**config.mk**
```make
export PLATFORM = sky130hd
export DESIGN_NAME = mem_port_arbiter
export DESIGN_NICKNAME = d
export VERILOG_FILES = /design/src/rtl/mem_port_arbiter.sv
export SDC_FILE = /design/constraint.sdc
export NUM_CORES = 1
export LEC_CHECK = 0
export CAP_MARGIN = 20
export CORE_UTILIZATION = 40
export CTS_BUF_LIST = sky130_fd_sc_hd__clkbuf_8
export DETAILED_ROUTE_END_ITERATION = 6
export PLACE_DENSITY = 0.9
export SYNTH_ARGS = -nofsm -noshare
export SYNTH_HDL_FRONTEND = slang
export SYNTH_SLANG_ARGS = --single-unit
export TNS_END_PERCENT = 1
```
**constraint.sdc**
```tcl
create_clock -name clk -period 1.8 [get_ports clk]
set_clock_uncertainty 0.1 [all_clocks]
set_input_delay 0.36 -clock clk [delete_from_list [all_inputs] [get_ports clk]]
set_output_delay 0.36 -clock clk [all_outputs]
set_load 0.03 [all_outputs]
```
**src/rtl/mem_port_arbiter.sv**
```systemverilog
// Shares one cs/stall memory between NPORTS pipeline ports, with fixed-priority
// or round-robin arbitration, per-port stall and a wait-state timeout.
module mem_port_arbiter #(
  parameter int NPORTS  = 2,
  parameter int AW      = 32,
  parameter int DW      = 32,
  parameter int RR_MODE = 0,
  parameter int TIMEOUT = 255
) (
  input  logic               clk,
  input  logic               rst,
  input  logic [NPORTS-1:0]    p_req,
  input  logic [NPORTS-1:0]    p_wen,
  input  logic [NPORTS*AW-1:0] p_addr,
  input  logic [NPORTS*DW-1:0] p_wdata,
  output logic [DW-1:0]        p_rdata,
  output logic [NPORTS-1:0]    p_ack,
  output logic [NPORTS-1:0]    p_stall,
  output logic                 p_err,
  output logic                 mem_cs,
  output logic                 mem_we,
  output logic [AW-1:0]        mem_addr,
  output logic [DW-1:0]        mem_wdata,
  input  logic [DW-1:0]        mem_rdata,
  input  logic                 mem_stall
);

  localparam int PW = (NPORTS > 1) ? $clog2(NPORTS) : 1;
  localparam int TW = (TIMEOUT > 1) ? $clog2(TIMEOUT + 1) : 1;

  typedef enum logic [1:0] {IDLE, ACCESS, DONE} state_t;

  state_t          state, state_next;
  logic [PW-1:0]   grant, rr_ptr, winner;
  logic [TW-1:0]   timer;
  logic            lat_wen;
  logic            err_flag;
  logic            found;
  logic            timed_out;
  int              idx;

  assign timed_out = (timer == TW'(TIMEOUT - 1));

  // Search order starts at rr_ptr in round-robin mode, at port 0 otherwise.
  always_comb begin
    winner = '0;
    found  = 1'b0;
    idx    = 0;
    for (int i = 0; i < NPORTS; i++) begin
      if (RR_MODE != 0) idx = (int'(rr_ptr) + i) % NPORTS;
      else              idx = i;
      if (!found && p_req[idx]) begin
        winner = PW'(idx);
        found  = 1'b1;
      end
    end
  end

  always_ff @(posedge clk) begin
    if (rst) state <= IDLE;
    else     state <= state_next;
  end

  always_comb begin
    state_next = state;
    case (state)
      IDLE:    if (|p_req) state_next = ACCESS;
      ACCESS:  if (!mem_stall || timed_out) state_next = DONE;
      DONE:    state_next = IDLE;
      default: state_next = IDLE;
    endcase
  end

  always_comb begin
    mem_cs  = 1'b0;
    mem_we  = 1'b0;
    p_ack   = '0;
    p_err   = 1'b0;
    p_stall = p_req;
    case (state)
      ACCESS: begin
        mem_cs = 1'b1;
        mem_we = lat_wen;
      end
      DONE: begin
        p_ack[grant]   = 1'b1;
        p_err          = err_flag;
        p_stall[grant] = 1'b0;
      end
      default: ;
    endcase
  end

  // A normal completion takes precedence over a timeout landing on the same edge.
  always_ff @(posedge clk) begin
    if (rst) begin
      grant     <= '0;
      rr_ptr    <= '0;
      timer     <= '0;
      lat_wen   <= 1'b0;
      err_flag  <= 1'b0;
      mem_addr  <= '0;
      mem_wdata <= '0;
      p_rdata   <= '0;
    end else begin
      case (state)
        IDLE: begin
          if (|p_req) begin
            grant     <= winner;
            lat_wen   <= p_wen[winner];
            mem_addr  <= p_addr[int'(winner)*AW +: AW];
            mem_wdata <= p_wdata[int'(winner)*DW +: DW];
            timer     <= '0;
          end
        end
        ACCESS: begin
          timer <= timer + TW'(1);
          if (!mem_stall) begin
            p_rdata  <= lat_wen ? '0 : mem_rdata;
            err_flag <= 1'b0;
          end else if (timed_out) begin
            p_rdata  <= '0;
            err_flag <= 1'b1;
          end
        end
        DONE: begin
          timer    <= '0;
          err_flag <= 1'b0;
          rr_ptr   <= (grant == PW'(NPORTS - 1)) ? '0 : grant + PW'(1);
        end
        default: ;
      endcase
    end
  end

endmodule
```
Word-level counts from Yosys, hierarchy flattened
Cells that the tools add are included.
- add/sub/neg operators: 1
- $mul: 0
- div/mod/pow operators: 0
- $lt $le $gt $ge: 3
- eq/ne operators: 7
- shift-type cells: 2
- multiplexer cells: 22
- bitwise operators: 2
- reduce and logical (&&, ||, !) cells: 14
- operators by type and width (cell ; count):
    $shiftx A64 B7 Y32 ; 2
    $mux W32 ; 3
    $pmux W8 S3 ; 1
    $mux W1 ; 10
    $reduce_and A2 Y1 ; 5
    $add A8 B1 Y8 const B ; 1
    $eq A8 B8 Y1 const B ; 1
    $mux W2 ; 4
    $mux W8 ; 1
    $lt A1 B2 Y1 const B ; 2
    $ne A2 B2 Y1 const B ; 2
    $pmux W2 S2 ; 1
    $ne A3 B3 Y1 const B ; 1
    $reduce_bool A3 Y1 ; 1
    $and A2 B2 Y2 ; 1
    $eq A2 B1 Y1 const B ; 1
    $eq A2 B2 Y1 const B ; 1
    $logic_and A1 B1 Y1 ; 2
    $logic_not A1 Y1 ; 2
    $logic_not A2 Y1 ; 1
    $ne A2 B1 Y1 const B ; 1
    $not A2 Y2 ; 1
    $pmux W1 S2 ; 1
    $reduce_bool A2 Y1 ; 1
    other kinds (4) ; 4
- flip-flop bits (word level): 109
- latch bits: 0
- RAM bits: 0
- ROM bits: 0
- input bits: 167
- output and inout port bits: 103
- word-level logic and storage cells: 59
- memories kept: 0

Depth between registers and ports, before layout
- word-level depth: 7
- depth in mapped cells: 7
- mapped depth without buffers: 5

Worst setup path before layout
OpenSTA, ideal clock, no wires.
- path type: reg2out
- from: register state[1]
- to: output port mem_we
- data arrival time: 1.301 ns
- path slack: 0.039 ns
- cell stages (with the launch flop): 7
- path buffers: 3
- cells stage by stage: dfxtp_1 -> buf_6 -> nand2b_1 -> buf_2 -> inv_1 -> buf_4 -> and2_1
- cells in the longest elaborated chain, start to end: 2
- RTL lines (element ; RTL line ; text):
    from (decl) ; 33 ; state_t state, state_next;
    from (signal assigned) ; 61 ; else state <= state_next;
    $eq A2 B1 Y1 ; 80 ; case (state)
    $mux W1 ; 80 ;
    to (decl) ; 21 ; output logic mem_we,
No other way between the ends.

Final worst setup path
- from: register state[1]
- to: output port p_stall[1]
- cells in the longest elaborated chain, start to end: 2
- RTL lines (element ; RTL line ; text):
    $eq A2 B2 Y1 ; 80 ;
    $mux W2 ; 80 ;
    to (decl) ; 18 ; output logic [NPORTS-1:0] p_stall,
No other way between the ends.

==> results.yml <==
outcome:
  status: "finished, final reports clean"
cts:
  htree_levels: 3
  clk_pin_slew_ps: 100
  clkSinkCount: 109
  cts_buffer_depth: 2
  cts_root_buf: "clkbuf_8"
  cts_tree: "built"
  cts_hold_buf: 0
  numCtsBuffers: 9
  clkLatencyLatePin_ps: 370
placement:
  io_buffer_count: 269
  place_area_mm2: 0.00803
  placed_cells_incl_taps: 929
  routabilityCongestion: 0.777
  place_ws_ps: -301
  hpwlAfterDp_um: 11900
sta:
  setup-tns-final_ps: 0
  slew_headroom: 0.710
  fin_hold_ws_ps: 263
  rsz0062_at_grt: "yes"
  fin_crit_ps: 1760
  fin_ws_ps: 41.0
  fin_crit_sh: 0.977
  slew_viol_final: 0
  tightestPinTransition_ps: 435
  finalSetupViolations: 0
  fmax_mhz: 569
  finalHoldViolations: 0
setup_path:
  required_ps: 1340
  r2r_slack_ps: 230
  cpLargestDelayFamily: "simple AND/OR/NAND/NOR gates"
  cpPeakStageDelay_ps: 370
  critical_path_buf_inv_count: 1
  endpoint_kind: "output pin"
  cp.arrival_ps: 1300
  crit_path_start_kind: "flop"
  critPathKind: "flop to output pin"
  cp_slowest_cell: "dfxtp_4"
  cp_max_fo: 5
  cp_cell_sequence: "nor2b_4 -> and2_4 -> nor2b_1 -> buf_4"
finish:
  fill_cells: 956
  design_area_mm2: 0.00819
  antenna_cells: 0
  final_cells: 946
  area_growth_pct: 60.5
  finish.net_count: 943
  drive_above_1_share: 0.0874
  fin_util: 0.670
hold_path:
  hp-class: "primary input to flop"
drt:
  ant_nets: 0
  drcViolationCount: 0
  postRouteWirelength_um: 16200
  drt_iter0_drc: 319
  firstDrtPassIters: 5
  avgRoutedWirePerCell_um: 17.1
  vias: 5215
  vias_per_cell: 5.51
grt:
  grt_antenna_before_repair: 0
  grt_pass1_vias: 5252
  grt_pass1_wl_um: 24800
  grt.overflow.total: 0
  grt.total_usage: 0.237
  grt_start_max_net_pins: 58
power_and_ir_drop:
  p_per_area_mw_per_mm2: 800
  peakVddDrop_mv: 0.729
  power_mw: 6.55
  combPwrFrac: 0.341
  leakagePower_nw: 3.87
  p_int_mw: 4.36
  p_switching_mw: 2.19
  power_frac_seq: 0.429
  p_sw_frac: 0.334
  clockPowerShare: 0.230
floorplan:
  die_h_um: 115
  pin_count: 270
  die_w_um: 115
  start_util: 0.418
  core_mm2: 0.0122
  rows: 40
  dieArea_mm2: 0.0132
yosys:
  ys.warnings.count: 0
  ys_seq_area_frac: 0.428
  synth.distinct_cells: 38
  synth.net_count: 693
  avgSynthCellArea_um2: 9.74
  synth_edf_count: 0
  syn_inst: 524
  netlist_area_mm2: 0.00510
  ys.flop_type: "dfxtp_1"
  synthArstFlopShare: 0
  yosys_register_bits: 109
flow_run:
  max-cap-violations: 0
==> cells by family (layout without fill, tap and decap cells) <==
kind of cell	count (synthesis)	in the layout	share of synthesized area
mux	65	65	0.128
compound gates	219	219	0.304
fa+ha+maj	2	2	0.00490
buf+inv	63	317	0.0596
simple gates	66	66	0.0758
flops	109	109	0.428
==> state kept, by name (all words and copies together) (netlist names) <==
register   count
mem_addr      32
p_rdata       32
state          2
err_flag       1
mem_wdata     32
lat_wen        1
timer          8
grant          1
==> area by class of cell <==
class | count | area, um^2 | share of cell area
well taps | 168 | 210 | 0.0257
clock inverters | 4 | 48.8 | 0.00596
multi-input cells | 352 | 2680 | 0.327
inverters | 5 | 23.8 | 0.00290
flip-flops and latches | 109 | 2190 | 0.267
clock buffers | 11 | 151 | 0.0185
repair buffers | 297 | 2890 | 0.353
==> worst paths after layout <==
path,cells after the start,end,from
setup / recovery,4,p_stall[1],state[1]
hold / removal,2,timer[7],rst
setup reg to reg,4,state[0],timer[3]
hold reg to reg,1,timer[6],timer[6]
==> worst register-to-register path, stage by stage (launching register included) <==
cell     delay [ps]
dfxtp_1         470
nand4_1         230
o21a_1          280
buf_12          180
a22o_1          200
==> metal layers <==
metal / global-route usage / wire [um] / up-vias
met3: 0.0812 / 1370 / 37
met5: 0 / 0 / -
met2: 0.432 / 8290 / 219
met4: 0.0944 / 430 / 0
li1: - / - / 2490
met1: 0.251 / 6140 / 2469
==> Yosys cell counts (4+ instances only) <==
library cell,count,area (um^2)
a21oi_1,69,345
mux2i_1,65,651
o21ai_0,4,20.0
a21o_1,32,240
nand2_1,4,15.0
nand2b_1,4,25.0
nor2_1,7,26.3
dfxtp_1,109,2180
nor2b_1,35,219
a32o_1,32,320
a211oi_1,68,510
inv_1,5,18.8
and2_1,4,25.0
buf_2,21,105
a311oi_1,4,35.0
buf_4,8,60.1
clkbuf_1,25,93.8
nand3_1,4,20.0
==> power by group through the flow <==
stage / combinational [mW] / sequential (mW) / clock, mW
6_report: 2.23 / 2.81 / 1.51
5_1_grt: 2.37 / 2.84 / 1.67
4_1_cts: 2.22 / 2.81 / 1.56
3_5_place_dp: 2.37 / 2.87 / 0
3_3_place_gp: 2.31 / 2.85 / 0
2_1_floorplan: 0.785 / 3.32 / 0
==> cell usage in the layout, fill, tap and decap left out, types with 3 or more instances in the layout <==
master	instances
a21oi_1	69
nand3_1	4
nor2b_1	33
nand2_1	4
a21o_1	32
clkdlybuf4s50_1	165
a211oi_1	68
nand2b_4	3
buf_12	9
inv_1	5
nor2_1	4
clkbuf_8	11
o21ai_0	4
buf_6	3
mux2i_1	65
buf_4	24
a32o_1	32
a311oi_1	4
dfxtp_1	107
dlygate4sd2_1	96
==> repair_timing <==
action                     4_1_cts  5_1_grt
setup endpoints to repair      103        7
gates resized for setup        108        9
buffers inserted                 0        2
hold endpoints to repair         0        0
No activity file was read; power rests on OpenSTA's default activity.
